File: config.mk
export PLATFORM = sky130hd
export DESIGN_NAME = ps2_mouse_packet_tracker
export DESIGN_NICKNAME = d
export VERILOG_FILES = /design/src/rtl/ps2_mouse_packet_tracker_pkg.sv /design/src/rtl/ps2_axis_accumulate.sv /design/src/rtl/ps2_mouse_packet_tracker.sv
export SDC_FILE = /design/constraint.sdc
export NUM_CORES = 1
export LEC_CHECK = 0
export CORE_UTILIZATION = 45
export CTS_CLUSTER_SIZE = 12
export DETAILED_ROUTE_END_ITERATION = 7
export PLACE_DENSITY_LB_ADDON = 0.25
export REMOVE_ABC_BUFFERS = 1
export SLEW_MARGIN = 20
export SYNTH_ARGS = -nofsm -noshare
export SYNTH_HDL_FRONTEND = slang
export SYNTH_SLANG_ARGS = --single-unit
File: constraint.sdc
create_clock -name CLOCK -period 2.6 [get_ports CLOCK]
set_clock_uncertainty 0.1 [all_clocks]
set_input_delay 0.26 -clock CLOCK [delete_from_list [all_inputs] [get_ports CLOCK]]
set_output_delay 0.26 -clock CLOCK [all_outputs]
set_load 0.01 [all_outputs]
File: src/rtl/ps2_mouse_packet_tracker_pkg.sv
// rtl/ps2_mouse_packet_tracker_pkg.sv - shared constants for the PS/2 mouse packet tracker
// Purpose: FSM state encoding, PS/2 header bit positions, default screen size.
// Ports: none (package).
package ps2_mouse_packet_tracker_pkg;

  // Packet assembly FSM: B0 expects header, B1 expects dx, B2 expects dy.
  localparam logic [1:0] ST_B0 = 2'd0;
  localparam logic [1:0] ST_B1 = 2'd1;
  localparam logic [1:0] ST_B2 = 2'd2;

  // Header byte bit positions.
  localparam int HDR_LEFT    = 0;
  localparam int HDR_RIGHT   = 1;
  localparam int HDR_ALWAYS1 = 3;
  localparam int HDR_X_SIGN  = 4;
  localparam int HDR_Y_SIGN  = 5;
  localparam int HDR_X_OVF   = 6;
  localparam int HDR_Y_OVF   = 7;

  // Default screen dimensions, shared with the VGA driver and drawing controller.
  localparam int DEF_SCREEN_W = 640;
  localparam int DEF_SCREEN_H = 480;

  // Only the header fields that are used after the header byte is consumed.
  typedef struct packed {
    logic y_ovf;
    logic x_ovf;
    logic y_sign;
    logic x_sign;
    logic right;
    logic left;
  } hdr_t;

endpackage

File: src/rtl/ps2_axis_accumulate.sv
// rtl/ps2_axis_accumulate.sv - one cursor axis: position plus signed delta, clamped
// Purpose: combinational next-position for one axis.
// Ports:
//   pos_i      current position, unsigned, 0..SIZE-1
//   delta_i    9-bit two's complement movement
//   invert_i   subtract the delta instead of adding (PS/2 Y is up-positive)
//   overflow_i movement invalid; hold position
//   pos_o      next position, clamped to 0..SIZE-1
module ps2_axis_accumulate #(
  parameter int SIZE = 640
) (
  input  logic [10:0] pos_i,
  input  logic [8:0]  delta_i,
  input  logic        invert_i,
  input  logic        overflow_i,
  output logic [10:0] pos_o
);

  localparam logic signed [11:0] MAX_S = 12'(SIZE - 1);

  logic signed [11:0] pos_s;
  logic signed [11:0] delta_s;
  logic signed [11:0] sum_s;

  always_comb begin
    pos_s   = signed'({1'b0, pos_i});
    delta_s = signed'({{3{delta_i[8]}}, delta_i});
    sum_s   = invert_i ? (pos_s - delta_s) : (pos_s + delta_s);
    if (overflow_i) begin
      pos_o = pos_i;
    end else if (sum_s[11]) begin
      pos_o = 11'd0;
    end else if (sum_s > MAX_S) begin
      pos_o = MAX_S[10:0];
    end else begin
      pos_o = sum_s[10:0];
    end
  end

endmodule

File: src/rtl/ps2_mouse_packet_tracker.sv
// rtl/ps2_mouse_packet_tracker.sv - assembles PS/2 3-byte packets into a clamped cursor
// Purpose: track absolute cursor position and buttons from streaming-mode mouse bytes.
// Ports:
//   CLOCK, reset        system clock, asynchronous active-low reset
//   stream_en           bytes are only accepted while high
//   byte_valid/byte_data received byte strobe and value
//   recentre            level; loads START_X/START_Y each cycle it is high
//   mouseX, mouseY      cursor position (Y screen-down positive)
//   mouse1, mouse2      left/right buttons
//   packet_valid        pulse per completed packet
//   sync_error          pulse per discarded header byte or inter-byte timeout
module ps2_mouse_packet_tracker
  import ps2_mouse_packet_tracker_pkg::*;
#(
  parameter int SCREEN_W       = DEF_SCREEN_W,
  parameter int SCREEN_H       = DEF_SCREEN_H,
  parameter int START_X        = 320,
  parameter int START_Y        = 240,
  parameter int TIMEOUT_CYCLES = 100000
) (
  input  logic        CLOCK,
  input  logic        reset,
  input  logic        stream_en,
  input  logic        byte_valid,
  input  logic [7:0]  byte_data,
  input  logic        recentre,
  output logic [10:0] mouseX,
  output logic [10:0] mouseY,
  output logic        mouse1,
  output logic        mouse2,
  output logic        packet_valid,
  output logic        sync_error
);

  localparam int CNT_W = $clog2(TIMEOUT_CYCLES + 1);

  logic [1:0]       state_q, state_d;
  logic [CNT_W-1:0] cnt_q, cnt_d;
  hdr_t             hdr_q, hdr_d;
  logic [7:0]       dx_q, dx_d;
  logic [10:0]      x_q, x_d, y_q, y_d;
  logic             m1_q, m1_d, m2_q, m2_d;
  logic             pv_q, pv_d, se_q, se_d;
  logic [10:0]      x_next, y_next;
  logic             timeout;

  // dx comes from the latched second byte; dy is the third byte arriving now,
  // so the update lands in the same edge that accepts it.
  ps2_axis_accumulate #(.SIZE(SCREEN_W)) u_axis_x (
    .pos_i      (x_q),
    .delta_i    ({hdr_q.x_sign, dx_q}),
    .invert_i   (1'b0),
    .overflow_i (hdr_q.x_ovf),
    .pos_o      (x_next)
  );

  ps2_axis_accumulate #(.SIZE(SCREEN_H)) u_axis_y (
    .pos_i      (y_q),
    .delta_i    ({hdr_q.y_sign, byte_data}),
    .invert_i   (1'b1),
    .overflow_i (hdr_q.y_ovf),
    .pos_o      (y_next)
  );

  // Terminal count cycle; a byte arriving in this same cycle still wins.
  assign timeout = (cnt_q == CNT_W'(TIMEOUT_CYCLES - 1));

  always_comb begin
    state_d = state_q;
    cnt_d   = cnt_q;
    hdr_d   = hdr_q;
    dx_d    = dx_q;
    x_d     = x_q;
    y_d     = y_q;
    m1_d    = m1_q;
    m2_d    = m2_q;
    pv_d    = 1'b0;
    se_d    = 1'b0;

    if (!stream_en) begin
      state_d = ST_B0;
      cnt_d   = '0;
    end else begin
      case (state_q)
        ST_B0: begin
          cnt_d = '0;
          if (byte_valid) begin
            if (byte_data[HDR_ALWAYS1]) begin
              hdr_d.left   = byte_data[HDR_LEFT];
              hdr_d.right  = byte_data[HDR_RIGHT];
              hdr_d.x_sign = byte_data[HDR_X_SIGN];
              hdr_d.y_sign = byte_data[HDR_Y_SIGN];
              hdr_d.x_ovf  = byte_data[HDR_X_OVF];
              hdr_d.y_ovf  = byte_data[HDR_Y_OVF];
              state_d      = ST_B1;
            end else begin
              se_d = 1'b1;
            end
          end
        end
        ST_B1, ST_B2: begin
          if (byte_valid) begin
            cnt_d = '0;
            if (state_q == ST_B1) begin
              dx_d    = byte_data;
              state_d = ST_B2;
            end else begin
              x_d     = x_next;
              y_d     = y_next;
              m1_d    = hdr_q.left;
              m2_d    = hdr_q.right;
              pv_d    = 1'b1;
              state_d = ST_B0;
            end
          end else if (timeout) begin
            cnt_d   = '0;
            se_d    = 1'b1;
            state_d = ST_B0;
          end else begin
            cnt_d = cnt_q + CNT_W'(1);
          end
        end
        default: begin
          state_d = ST_B0;
          cnt_d   = '0;
        end
      endcase
    end

    // Recentre overrides position only; buttons from a same-cycle packet stand.
    if (recentre) begin
      x_d = 11'(START_X);
      y_d = 11'(START_Y);
    end
  end

  always_ff @(posedge CLOCK or negedge reset) begin
    if (!reset) begin
      state_q <= ST_B0;
      cnt_q   <= '0;
      hdr_q   <= '0;
      dx_q    <= '0;
      x_q     <= 11'(START_X);
      y_q     <= 11'(START_Y);
      m1_q    <= 1'b0;
      m2_q    <= 1'b0;
      pv_q    <= 1'b0;
      se_q    <= 1'b0;
    end else begin
      state_q <= state_d;
      cnt_q   <= cnt_d;
      hdr_q   <= hdr_d;
      dx_q    <= dx_d;
      x_q     <= x_d;
      y_q     <= y_d;
      m1_q    <= m1_d;
      m2_q    <= m2_d;
      pv_q    <= pv_d;
      se_q    <= se_d;
    end
  end

  assign mouseX       = x_q;
  assign mouseY       = y_q;
  assign mouse1       = m1_q;
  assign mouse2       = m2_q;
  assign packet_valid = pv_q;
  assign sync_error   = se_q;

endmodule

==> impl_metrics.ini <==
[cts]
cts_made_buffers = 9
cts_tree = built
h-tree-depth = 3
cts.clk_slew.worst_paths_ps = 70
clockBufferDepth = 2
cts_sinks = 59
clk_latency_ps = 340
cts_root_buf = clkbuf_8

[timing]
rsz0062_at_grt = true
setup_viol = 0
max_freq_mhz = 395
slew-limit-headroom_pct = 52.7
tns_ps = 0
hold_viol_final = 0
min_period_ps = 2530
finalCritPeriodShare_pct = 97.5
maxSlewViolCount = 0
worstMarginPinSlew_ps = 704
setup_slack_ps = 65.7

[finish]
num-fill-cells = 728
final_cell_mix = dfrtp_1 (53), buf_4 (47), nand2_1 (43)
fin_area_um2 = 5020
seqCellArea_um2 = 1480
drive_gt1_share_pct = 23.0
layout_commonest_cell = dfrtp_1
synthToLayoutAreaGrowth_pct = 30.7
multiInputGateArea_um2 = 2330
final_nets = 545
antennaDiodeCount = 0

[pwr]
powerDensity_nw_per_um2 = 624
leakage_nw = 2.24
ir_drop_v = 0.000287
finalPower_w = 0.00313

[detailed_routing]
drtAntennaViolNets = 0
vias_per_cell = 5.54
vias = 3397
dr.pass1.iters = 4
drt-total-wl_um = 9370
wire_per_inst_um = 15.3
drc_errors = 0
first_iter_violations = 117

[grt]
grt_antenna_before_repair = 0
grt_max_degree = 27
grt-ovfl-total = 0
met3_usage_pct = 3.95
grtUsageMet2_pct = 37.1
grt_pass1_wl_um = 15300
grt_usage_pct = 22.1
grt_pass1_vias = 3367
met1_usage_pct = 28.2
top_usage_layer = met2

[worst_setup_path]
worstPathRequired_ps = 2750
ff2ff_setup_slack_ps = 70
crit_path_max_fanout = 7
critPathKind = reg2reg
reg2regPathDepth = 8
setup.worst_path.start_class = flip-flop
endpoint_kind = flip-flop
arrival_ps = 2680

[synthesis]
netlist_area_um2 = 3840
synth-seq-cells = 59
syn_inst = 418
yosysSeqAreaShare_pct = 38.6
synth_cell_types = 71
yosysWarnings = 0
synth_area_per_cell_um2 = 9.20
async_reset_ff_share_pct = 100
synth-edff-count = 0
synthFlopType = dfrtp_1

[die]
core_um2 = 8260
rows = 33
die_w_um = 94.4
die_height_um = 94.4
ios = 39
die_area_um2 = 8920
start_util_pct = 46.5

[min_path]
min_path_cells = 2
hold_class = in2reg

[place]
place_area_um2 = 4620
gp_congestion = 0.882
post-dp-hpwl_um = 7020
io_buffer_count = 38
pre_cts_slack_ps = -404

[status]
run_status = finished, final reports clean

[run]
cap_violations = 0
[sequential cells by signal, summed over array words and instances (netlist names)]
signal / count
cnt_q: 17
mouseX: 11
mouseY: 11
dx_q: 8
hdr_q: 6
state_q: 2
mouse1: 1
mouse2: 1
packet_valid: 1
sync_error: 1
[metal layers]
layer / part of all wire [%] / wire length (um)
met1: 47 / 4390
met2: 49 / 4550
met3: 2.6 / 245
met4: 2.0 / 187
met5: 0 / 0
[power by group]
part	leakage, nW	switching [W]	total, W	internal (W)
sequential	0.779	0.0000691	0.00108	0.00101
combinational	1.35	0.000585	0.00109	0.000502
clock	0.113	0.000374	0.000965	0.000591
total	2.24	0.00103	0.00313	0.00210
[cells by family after synthesis]
group	count (synthesis)	synth area share (%)
fa+ha+maj	29	9.83
compound gates	97	17.4
simple gates	157	21.4
flops	59	38.6
buf+inv	41	4.13
mux	4	1.20
xor+xnor	31	7.45
[layout make-up]
type                       instances  area share, %
sequential                        59           29.5
tap                              105           2.62
timing repair buffer              86           14.7
clock buffer                      12           3.09
inverter                          29           2.17
multi-input combinational        318           46.4
clock inverter                     4           1.44
[final timing paths]
check	from	end
setup reg to reg	mouseX[6]	mouseX[7]
min in group asynchronous	reset	mouseX[0]
setup / recovery	mouseX[6]	mouseX[7]
hold reg to reg	hdr_q[0]	mouse1
max in group asynchronous	reset	mouseY[5]
hold / removal	byte_data[0]	dx_q[0]
[through the flow]
step / utilization (%) / hold WS [ps] / instances
floorplan: - / -136 / 406
global placement: 56.0 / 40.2 / 592
CTS: 59.3 / 214 / 613
global route: 60.8 / 172 / 613
finish: 60.8 / 184 / 613
detailed placement: 56.0 / 50.2 / 592
[cells in the mapped netlist (4+ instances only)]
library cell,count,area (um^2)
nor2_1,37,139
nand4_1,5,31.3
dfrtp_1,53,1330
a21oi_1,21,105
a32oi_1,6,52.6
xnor2_1,13,114
ha_1,27,338
nand2_1,43,161
o21ai_0,30,150
a21o_1,4,30.0
nand2b_1,5,31.3
and3_1,9,56.3
nand3_1,21,105
clkbuf_1,7,26.3
o31ai_1,4,30.0
xor2_1,16,140
nor3_1,6,30.0
inv_1,28,105
dfstp_2,6,158
[critical path, cell delays in order, from the launching register on]
cell	delay, ps
dfstp_2	560
ha_1	250
a21o_1	200
a31oi_4	210
o21ai_4	100
o41ai_4	260
mux2i_2	300
nand2_2	170
o31ai_2	280
[timing repair]
item                                   in CTS  in global routing
endpoints found under the hold margin       8                  0
setup buffers                               4                  0
gates resized for setup                     2                 27
setup endpoints to repair                   4                 18
pin swaps                                   2                 14
hold buffers                                1                  0
No activity file was read; power rests on OpenSTA's default activity.
